==> config.mk <==
export PLATFORM = sky130hd
export DESIGN_NAME = pp_input_conditioner
export DESIGN_NICKNAME = d
export VERILOG_FILES = /design/src/rtl/pp_pkg.sv /design/src/rtl/pp_input_conditioner_ch.sv /design/src/rtl/pp_input_conditioner.sv
export SDC_FILE = /design/constraint.sdc
export NUM_CORES = 1
export LEC_CHECK = 0
export BUFFER_PORTS_ARGS = -buffer_cell sky130_fd_sc_hd__buf_2
export CORE_ASPECT_RATIO = 0.9
export CORE_MARGIN = 1.5
export CORE_UTILIZATION = 35
export DETAILED_ROUTE_END_ITERATION = 7
export SYNTH_ARGS = -nofsm -noshare
export SYNTH_HDL_FRONTEND = slang
export SYNTH_HIERARCHICAL = 1
export SYNTH_SLANG_ARGS = --single-unit
==> constraint.sdc <==
create_clock -name Clk -period 3.4 [get_ports Clk]
set_input_delay 0.17 -clock Clk [delete_from_list [all_inputs] [get_ports Clk]]
set_output_delay 0.17 -clock Clk [all_outputs]
set_load 0.02 [all_outputs]
==> src/rtl/pp_pkg.sv <==
// Shared definitions for the PP input conditioner: debounce state encoding and default timing.
package pp_pkg;

    localparam int DEBOUNCE_CYCLES_DEF = 4;
    localparam int CNT_W_DEF           = 3;

    typedef enum logic [1:0] {
        DB_STABLE_LO = 2'd0,
        DB_WAIT_HI   = 2'd1,
        DB_STABLE_HI = 2'd2,
        DB_WAIT_LO   = 2'd3
    } db_state_t;

    function automatic logic db_is_stable(input db_state_t st);
        return (st == DB_STABLE_LO) || (st == DB_STABLE_HI);
    endfunction

endpackage

==> src/rtl/pp_input_conditioner_ch.sv <==
// One debounce channel: two-flop synchroniser, 4-state confirm FSM and confirm counter.
//   state        | meaning
//   DB_STABLE_LO | level 0 settled, watching for s=1
//   DB_WAIT_HI   | s=1 seen, counting confirm cycles before level goes 1
//   DB_STABLE_HI | level 1 settled, watching for s=0
//   DB_WAIT_LO   | s=0 seen, counting confirm cycles before level goes 0
module pp_input_conditioner_ch
    import pp_pkg::*;
#(
    parameter int DEBOUNCE_CYCLES = DEBOUNCE_CYCLES_DEF,
    parameter int CNT_W           = CNT_W_DEF
) (
    input  logic Clk,
    input  logic Rst,
    input  logic raw,
    output logic level,
    output logic rise,
    output logic fall,
    output logic stable
);

    localparam logic [CNT_W-1:0] CNT_LAST = CNT_W'(DEBOUNCE_CYCLES - 1);

    logic             s1;
    logic             s;
    db_state_t        state, state_nxt;
    logic [CNT_W-1:0] cnt, cnt_nxt;
    logic             level_nxt;
    logic             rise_nxt;
    logic             fall_nxt;

    always_ff @(posedge Clk) begin
        if (Rst) begin
            s1    <= 1'b0;
            s     <= 1'b0;
            state <= DB_STABLE_LO;
            cnt   <= '0;
            level <= 1'b0;
            rise  <= 1'b0;
            fall  <= 1'b0;
        end else begin
            s1    <= raw;
            s     <= s1;
            state <= state_nxt;
            cnt   <= cnt_nxt;
            level <= level_nxt;
            rise  <= rise_nxt;
            fall  <= fall_nxt;
        end
    end

    // Any reversal while waiting drops back to the settled state; cnt is cleared on the next entry.
    always_comb begin
        state_nxt = state;
        cnt_nxt   = cnt;
        level_nxt = level;
        rise_nxt  = 1'b0;
        fall_nxt  = 1'b0;
        case (state)
            DB_STABLE_LO: begin
                if (s) begin
                    state_nxt = DB_WAIT_HI;
                    cnt_nxt   = '0;
                end
            end
            DB_WAIT_HI: begin
                if (!s) begin
                    state_nxt = DB_STABLE_LO;
                end else if (cnt == CNT_LAST) begin
                    state_nxt = DB_STABLE_HI;
                    level_nxt = 1'b1;
                    rise_nxt  = 1'b1;
                end else begin
                    cnt_nxt = cnt + CNT_W'(1);
                end
            end
            DB_STABLE_HI: begin
                if (!s) begin
                    state_nxt = DB_WAIT_LO;
                    cnt_nxt   = '0;
                end
            end
            DB_WAIT_LO: begin
                if (s) begin
                    state_nxt = DB_STABLE_HI;
                end else if (cnt == CNT_LAST) begin
                    state_nxt = DB_STABLE_LO;
                    level_nxt = 1'b0;
                    fall_nxt  = 1'b1;
                end else begin
                    cnt_nxt = cnt + CNT_W'(1);
                end
            end
            default: begin
                state_nxt = DB_STABLE_LO;
                cnt_nxt   = '0;
                level_nxt = 1'b0;
            end
        endcase
    end

    assign stable = db_is_stable(state);

endmodule

==> src/rtl/pp_input_conditioner.sv <==
// Two independent debounced channels feeding the PP sequence FSM, plus a both-settled flag.
module pp_input_conditioner
    import pp_pkg::*;
#(
    parameter int DEBOUNCE_CYCLES = DEBOUNCE_CYCLES_DEF,
    parameter int CNT_W           = CNT_W_DEF
) (
    input  logic Clk,
    input  logic Rst,
    input  logic a_raw,
    input  logic b_raw,
    output logic a,
    output logic b,
    output logic a_rise,
    output logic a_fall,
    output logic b_rise,
    output logic b_fall,
    output logic ab_stable
);

    logic a_stable;
    logic b_stable;

    pp_input_conditioner_ch #(
        .DEBOUNCE_CYCLES (DEBOUNCE_CYCLES),
        .CNT_W           (CNT_W)
    ) u_ch_a (
        .Clk    (Clk),
        .Rst    (Rst),
        .raw    (a_raw),
        .level  (a),
        .rise   (a_rise),
        .fall   (a_fall),
        .stable (a_stable)
    );

    pp_input_conditioner_ch #(
        .DEBOUNCE_CYCLES (DEBOUNCE_CYCLES),
        .CNT_W           (CNT_W)
    ) u_ch_b (
        .Clk    (Clk),
        .Rst    (Rst),
        .raw    (b_raw),
        .level  (b),
        .rise   (b_rise),
        .fall   (b_fall),
        .stable (b_stable)
    );

    assign ab_stable = a_stable & b_stable;

endmodule
======== Word-level counts from Yosys, hierarchy flattened ========
Index checks and enable logic that the tools add are counted.
word-level totals
  flip-flop bits (word level) ............. 20
  input bits .............................. 4
  output and inout port bits .............. 7
  word-level logic and storage cells ...... 101
cells by class
  add/sub/neg operators ................... 2
  equality and inequality tests ........... 24
  mux-type cells .......................... 38
  bitwise operators ....................... 7
  reduce and logical (&&, ||, !) cells .... 16
operator list
  cell                 count
  $mux 3               10
  $mux 2               12
  $pmux 3 s4           2
  $ne 2x1->1 const B   8
  $pmux 2 s4           2
  $reduce_and 4->1     4
  $reduce_or 3->1      4
  $mux 1               10
  $reduce_and 5->1     2
  $eq 2x2->1 const B   4
  $ne 2x2->1 const B   4
  $add 3x1->3 const B  2
  $eq 3x2->1 const B   2
  $ne 3x1->1 const B   2
  $ne 3x3->1 const B   2
  $not 1->1            6
  $eq 2x1->1 const B   2
  $logic_not 2->1      2
  $pmux 1 s2           2
  $reduce_bool 2->1    2
  $logic_or 1x1->1     2
  $and 1x1->1          1

======== Logic depth before layout (Yosys ltp) ========
Gate-level depths: netlist of run 1.
  depth in word-level cells ............... 4
  gate-level depth with buffers ........... 5
  gate-level depth less buffers ........... 5

======== Hierarchy ========
Netlist of run 1, hierarchy kept.
modules (own cells, without submodules)
  module                   times used  cells each  area each (um2)
  pp_input_conditioner_ch  2           39          380.4
  pp_input_conditioner     1           1           6.3

======== Least setup slack after synthesis of run 1 ========
No wires, ideal clock.
  kind .................................... reg2reg
  from .................................... register u_ch_a.cnt[0]
  to ...................................... register u_ch_a.cnt[2]
  data arrival time ....................... 1314 ps
  path slack .............................. 2016 ps
  cell stages (with the launch flop) ...... 5
  clock period less this slack ............ 1384 ps
  path through ............................ dfxtp_1 > ha_1 > ha_1 > or4_1 > a21oi_1
between the ends
  cells in the longest elaborated chain, start to end .. 4
  elaborated cells between the ends (all ways) .. 6
  classes of those cells .................. add/sub: 1; eq/ne: 1; mux: 4
ends and longest elaborated chain
  element                                    line                                                          text
  from (decl)                                pp_input_conditioner_ch.sv:27                                 logic [CNT_W-1:0] cnt, cnt_nxt;
  from (signal assigned)                     pp_input_conditioner_ch.sv:45                                 cnt <= cnt_nxt;
  $add 3x1->3 or $eq 3x2->1 (tied branches)  --
  $mux 3 *                                   pp_input_conditioner_ch.sv:69, pp_input_conditioner_ch.sv:86
  $mux 3, on equally long branches           pp_input_conditioner_ch.sv:84, pp_input_conditioner_ch.sv:67
  $pmux 3 s4 *                               pp_input_conditioner_ch.sv:59                                 case (state)
Mark *: on every way between the ends. The rest lies on a longest branch, timed or not. The select of a mux whose other input is x is not followed.
A chain may end at the register's enable or synchronous reset.

======== Worst setup path in the final report of run 1 ========
  from .................................... register u_ch_b.cnt[0]
  to ...................................... register u_ch_b.cnt[2]
between the ends
  cells in the longest elaborated chain, start to end .. 4
  elaborated cells between the ends (all ways) .. 6
  classes of those cells .................. add/sub: 1; eq/ne: 1; mux: 4
ends and longest elaborated chain
  element                                    line
  from (decl)                                pp_input_conditioner_ch.sv:27
  from (signal assigned)                     pp_input_conditioner_ch.sv:45
  $add 3x1->3 or $eq 3x2->1 (tied branches)  --
  $mux 3 *                                   pp_input_conditioner_ch.sv:69, pp_input_conditioner_ch.sv:86
  $mux 3, on equally long branches           pp_input_conditioner_ch.sv:84, pp_input_conditioner_ch.sv:67
  $pmux 3 s4 *                               pp_input_conditioner_ch.sv:59
Marked as above.

==> flow_summary.json, run 1 <==
{
  "clock_path_buffers": 2,
  "whs_ns": 0.0777,
  "setup_ws_ns": 1.94,
  "async_flop_share": 0,
  "fmax_mhz": 684,
  "grt_use_met3": 0.0188,
  "cts-root-buf": "clkbuf_4",
  "die_h_um": 47.4,
  "use_met1": 0.153,
  "synthMostInstantiatedCell": "dfxtp_1",
  "start_kind": "register",
  "htree_levels": 1,
  "top_usage_layer": "met2",
  "yosys.area.top_type": "dfxtp_1",
  "finalSetupViolCount": 0,
  "powerDensity_nw_per_um2": 432,
  "ctsResizeCount": 0,
  "num_antenna_cells": 0,
  "synth_common_cells": "dfxtp_1 (20), a21oi_1 (10), o21ai_0 (8)",
  "cts_tree": "built",
  "slew_headroom": 0.718,
  "yosysSeqAreaShare": 0.522,
  "dieArea_um2": 2480,
  "overflow": 0,
  "num_io_pins": 11,
  "cp-end-kind": "register",
  "synth_fp_nets": 87,
  "finClkSkew_ns": 0.000580,
  "routed_wl_um": 1230,
  "status": "finished clean",
  "rows": 15,
  "grt_pass1_wl_um": 2060,
  "ys_ff_latch": 20,
  "core_area_um2": 1990,
  "cts_buffers": 3,
  "final_cells": 115,
  "place_ws_ns": 1.97,
  "dp.cells": 112,
  "synth.top_cell.area_share": 0.522,
  "dr.pass1.iters": 4,
  "arrival_ns": 1.69,
  "cts.clk_slew.worst_paths_ns": 0.10,
  "drive_above_1_share": 0.167,
  "synth_cell_types": 16,
  "ant_nets": 0,
  "final_area_um2": 863,
  "synth_edf_count": 0,
  "slew_viol_final": 0,
  "synthTopCellsByArea": "dfxtp_1 (52%), a21oi_1 (6.5%), ha_1 (6.5%)",
  "io_buffers": 10,
  "gr-usage-all-layers": 0.115,
  "synthCells": 79,
  "ys.warnings.count": 6,
  "postCtsHoldBufs": 0,
  "path_max_fanout": 5,
  "hold_class": "in -> reg",
  "gp_congestion": 0.766,
  "finalCritPeriodShare": 0.430,
  "postSynthAreaPerCell_um2": 9.71,
  "final_hold_viol_count": 0,
  "dp_hpwl_um": 839,
  "use_met2": 0.168,
  "drtIter0Drc": 8,
  "syn_to_final_growth_pct": 12.6,
  "chipWidth_um": 52.3,
  "syn_area_um2": 767,
  "required_ns": 3.63,
  "vdd_drop_max_uv": 202,
  "vias": 574,
  "grt_pass1_vias": 503,
  "layout_min_cycle_time_ns": 1.46,
  "avgRoutedWirePerCell_um": 10.7,
  "maxCapViolCount": 0,
  "ys.flop_type": "dfxtp_1",
  "setup_tns_ns": 0,
  "viasPerCell": 4.99,
  "clock-sinks": 20,
  "antenna_found_initial": 0,
  "p_leak_nw": 0.317,
  "drc": 0,
  "clock_latency_ns": 0.29,
  "initial_core_util": 0.386,
  "grt_max_degree": 21,
  "worstSetupPathType": "reg -> reg",
  "placed_area_um2": 841,
  "tightest_slew_ns": 0.421,
  "final_nets": 100,
  "post_cts_buffers": 0,
  "rsz0062_at_grt": "no"
}
## cells by family (layout without fill, tap and decap cells)
kind of cell,Yosys count,after routing,share of synthesized area
xor gates and xnor gates,2,2,0.0228
AOI/OAI and AO/OA,20,20,0.140
adders and majority gates,4,4,0.0653
buffers and inverters,8,19,0.0392
and+or+nand+nor,25,25,0.210
DFF,20,20,0.522
## metrics by stage
stage          utilization  power, mW
2_1_floorplan            -      0.263
3_3_place_gp         0.423      0.270
3_5_place_dp         0.423      0.270
4_1_cts              0.434      0.377
5_1_grt              0.434      0.391
6_report             0.434      0.373
## worst max-delay path: stages (launching register included)
cell and delay, ns:
dfxtp_1 0.33, ha_1 0.19, ha_1 0.23, or4_1 0.50, a21oi_1 0.14
## final cells by class
type / instances / area (µm²)
clock buffers: 3 / 22.5
fillers: 205 / 1130
inverters: 6 / 22.5
multi-input cells: 51 / 337
flip-flops and latches: 20 / 400
well taps: 25 / 31.3
repair buffers: 10 / 50.0
## registers in the layout (all words and copies together), names as in the netlist, named ones only
name          cells
u_ch_b/state      1
u_ch_b/s1         1
u_ch_b/rise       1
u_ch_a/state      1
u_ch_b/fall       1
u_ch_a/s1         1
u_ch_b/s          1
u_ch_a/fall       1
u_ch_a/s          1
u_ch_b/cnt        3
u_ch_a/level      1
u_ch_a/cnt        3
u_ch_b/level      1
u_ch_a/rise       1
## power breakdown
group	total (mW)	switching (mW)	internal (mW)	leakage [nW]
Combinational	0.0216	0.0125	0.00909	0.141
Sequential	0.243	0.00355	0.239	0.162
Clock	0.109	0.0676	0.0412	0.0138
Total	0.373	0.0836	0.290	0.317
## final timing paths
check,start,to,slack (ns),cells past startpoint
worst min register to register,u_ch_b/s1,u_ch_b/s,0.45,1
worst max-delay path,u_ch_b/cnt[0],u_ch_b/cnt[2],1.94,4
worst min-delay path,a_raw,u_ch_a/s1,0.08,2
worst max register to register,u_ch_b/cnt[0],u_ch_b/cnt[2],1.94,4
## cell usage in the layout (no fill, tap or decap)
master,n
nor2b_1,4
nor3_1,2
buf_2,10
nand2_1,4
a21o_2,2
clkbuf_4,3
xnor2_1,2
ha_1,4
nand4b_1,2
dfxtp_1,20
and2_1,3
nand3_1,2
or4_1,4
a21oi_1,10
o21ai_0,8
nor4b_1,4
inv_1,6
## per-layer routing
layer	wire, µm	vias to the layer above
met5	0	-
met2	523	7
met3	33	2
met1	662	261
li1	-	304
met4	12	0
Power figures use the tool's default switching activity.
==> inputs of run 2 (changes only) <==
==> constraint.sdc (replaced) <==
create_clock -name Clk -period 1.26 [get_ports Clk]
set_input_delay 0.063 -clock Clk [delete_from_list [all_inputs] [get_ports Clk]]
set_output_delay 0.063 -clock Clk [all_outputs]
set_load 0.02 [all_outputs]
==> flow_summary.json, run 2 (synthesis gave the netlist of run 1 again) <==
{
  "status": "finished with violations",
  "violations": "setup timing",
  "slew_headroom": 0.673,
  "r2r_end": "u_ch_a/cnt[2]",
  "required_ns": 1.49,
  "start_kind": "register",
  "vdd_drop_max_uv": 704,
  "finalSetupViolCount": 5,
  "finalCritPeriodShare": 1.08,
  "r2r_start": "u_ch_a/cnt[1]",
  "path_max_fanout": 2,
  "cts_tree": "built",
  "finClkSkew_ns": 0.00407,
  "overflow": 0,
  "mostFrequentLayoutCell": "dfxtp_1",
  "antenna_found_initial": 0,
  "hold_end": "u_ch_b/s",
  "final_nets": 106,
  "avgRoutedWirePerCell_um": 11.0,
  "hold_class": "in -> reg",
  "htree_levels": 1,
  "vias": 597,
  "arrival_ns": 1.59,
  "io_buffers": 10,
  "num_io_pins": 11,
  "slew_viol_final": 0,
  "min_from": "Rst",
  "gr-usage-all-layers": 0.114,
  "clock-sinks": 20,
  "worstSetupPathType": "reg -> reg",
  "cts.clk_slew.worst_paths_ns": 0.10,
  "min_path_cells": 2,
  "top_regs": "u_ch_a/cnt: 3 flops, u_ch_b/cnt: 3 flops",
  "clock_path_buffers": 2,
  "dieArea_um2": 2480,
  "cts-root-buf": "clkbuf_4",
  "viasPerCell": 4.93,
  "ff2ff_setup_slack_ns": -0.10,
  "routed_wl_um": 1330,
  "num_antenna_cells": 0,
  "p_total_mw": 1.01,
  "maxCapViolCount": 0,
  "dr.pass1.iters": 4,
  "grt_max_degree": 21,
  "rows": 15,
  "dp_hpwl_um": 887,
  "nFillCells": 207,
  "layout_min_cycle_time_ns": 1.36,
  "cp-end-kind": "register",
  "layout_common_cells": "dfxtp_1 (15), buf_2 (10), a21oi_1 (7), inv_1 (6)",
  "ant_nets": 0,
  "r2r_cells": 4,
  "drtIter0Drc": 6,
  "fmax_mhz": 735,
  "final_hold_viol_count": 0,
  "gp_congestion": 0.727,
  "initial_core_util": 0.386,
  "setup_ws_ns": -0.101,
  "p_leak_nw": 0.382,
  "powerDensity_nw_per_um2": 997,
  "chipWidth_um": 52.3,
  "cts_buffers": 3,
  "clock_latency_ns": 0.29,
  "tightest_slew_ns": 0.487,
  "whs_ns": 0.170,
  "grt_pass1_wl_um": 2020,
  "drive_above_1_share": 0.385,
  "core_area_um2": 1990,
  "rsz0062_at_grt": "yes",
  "grt_pass1_vias": 465,
  "syn_to_final_growth_pct": 32.0,
  "drc": 0,
  "die_h_um": 47.4
}
==> run 2: power by group <==
group	internal (mW)	switching, mW	total (mW)
clock	0.111	0.174	0.285
sequential	0.646	0.0117	0.658
combinational	0.0299	0.0366	0.0665
total	0.787	0.222	1.01
==> run 2: worst max path at each step <==
stage,from,to,cells past startpoint
CTS,u_ch_a/cnt[0],u_ch_a/cnt[2],4
global placement,u_ch_a/cnt[0],u_ch_a/cnt[2],4
finish,u_ch_a/cnt[1],u_ch_a/cnt[2],4
detailed placement,u_ch_b/cnt[0],u_ch_b/cnt[2],4
floorplan,u_ch_a/cnt[0],u_ch_a/cnt[2],4
global route,u_ch_a/cnt[0],u_ch_a/cnt[2],4
==> run 2: worst max-delay path: stages, from the launching register on <==
cell and delay, ns:
dfxtp_2 0.35, ha_4 0.16, ha_4 0.20, or4_4 0.47, a21oi_2 0.13
==> run 2: layout make-up <==
type	instances	area (µm²)	share of cell area
tap	25	31.3	0.0309
clock buffer	3	22.5	0.0222
sequential	20	407	0.402
timing repair buffer	16	100	0.0989
inverter	6	22.5	0.0222
multi-input combinational	51	429	0.424
==> run 2: through the flow <==
stage	setup WS [ns]	TNS, ns	cells	utilization	instance area, µm²
floorplan	-0.0615	-0.187	79	-	797
global placement	-0.0878	-0.297	115	0.449	893
detailed placement	-0.123	-0.429	115	0.449	893
CTS	-0.0931	-0.318	121	0.487	968
global route	-0.132	-0.675	121	0.509	1010
finish	-0.101	-0.319	121	0.509	1010
==> run 2: timing repair <==
action | 4_1_cts | 5_1_grt
resized for setup | 6 | 15
pin swaps | 2 | 2
hold endpoints to repair | 2 | 0
setup endpoints to repair | 10 | 12
buffers inserted | 1 | 0
hold buffers | 2 | 0
==> run 2: routing by layer <==
metal  share of wire  track usage  up-vias
li1                -            -      315
met1            0.53        0.171      275
met2            0.44        0.148        5
met3           0.025       0.0219        2
met4          0.0090       0.0769        0
met5               0            0        -
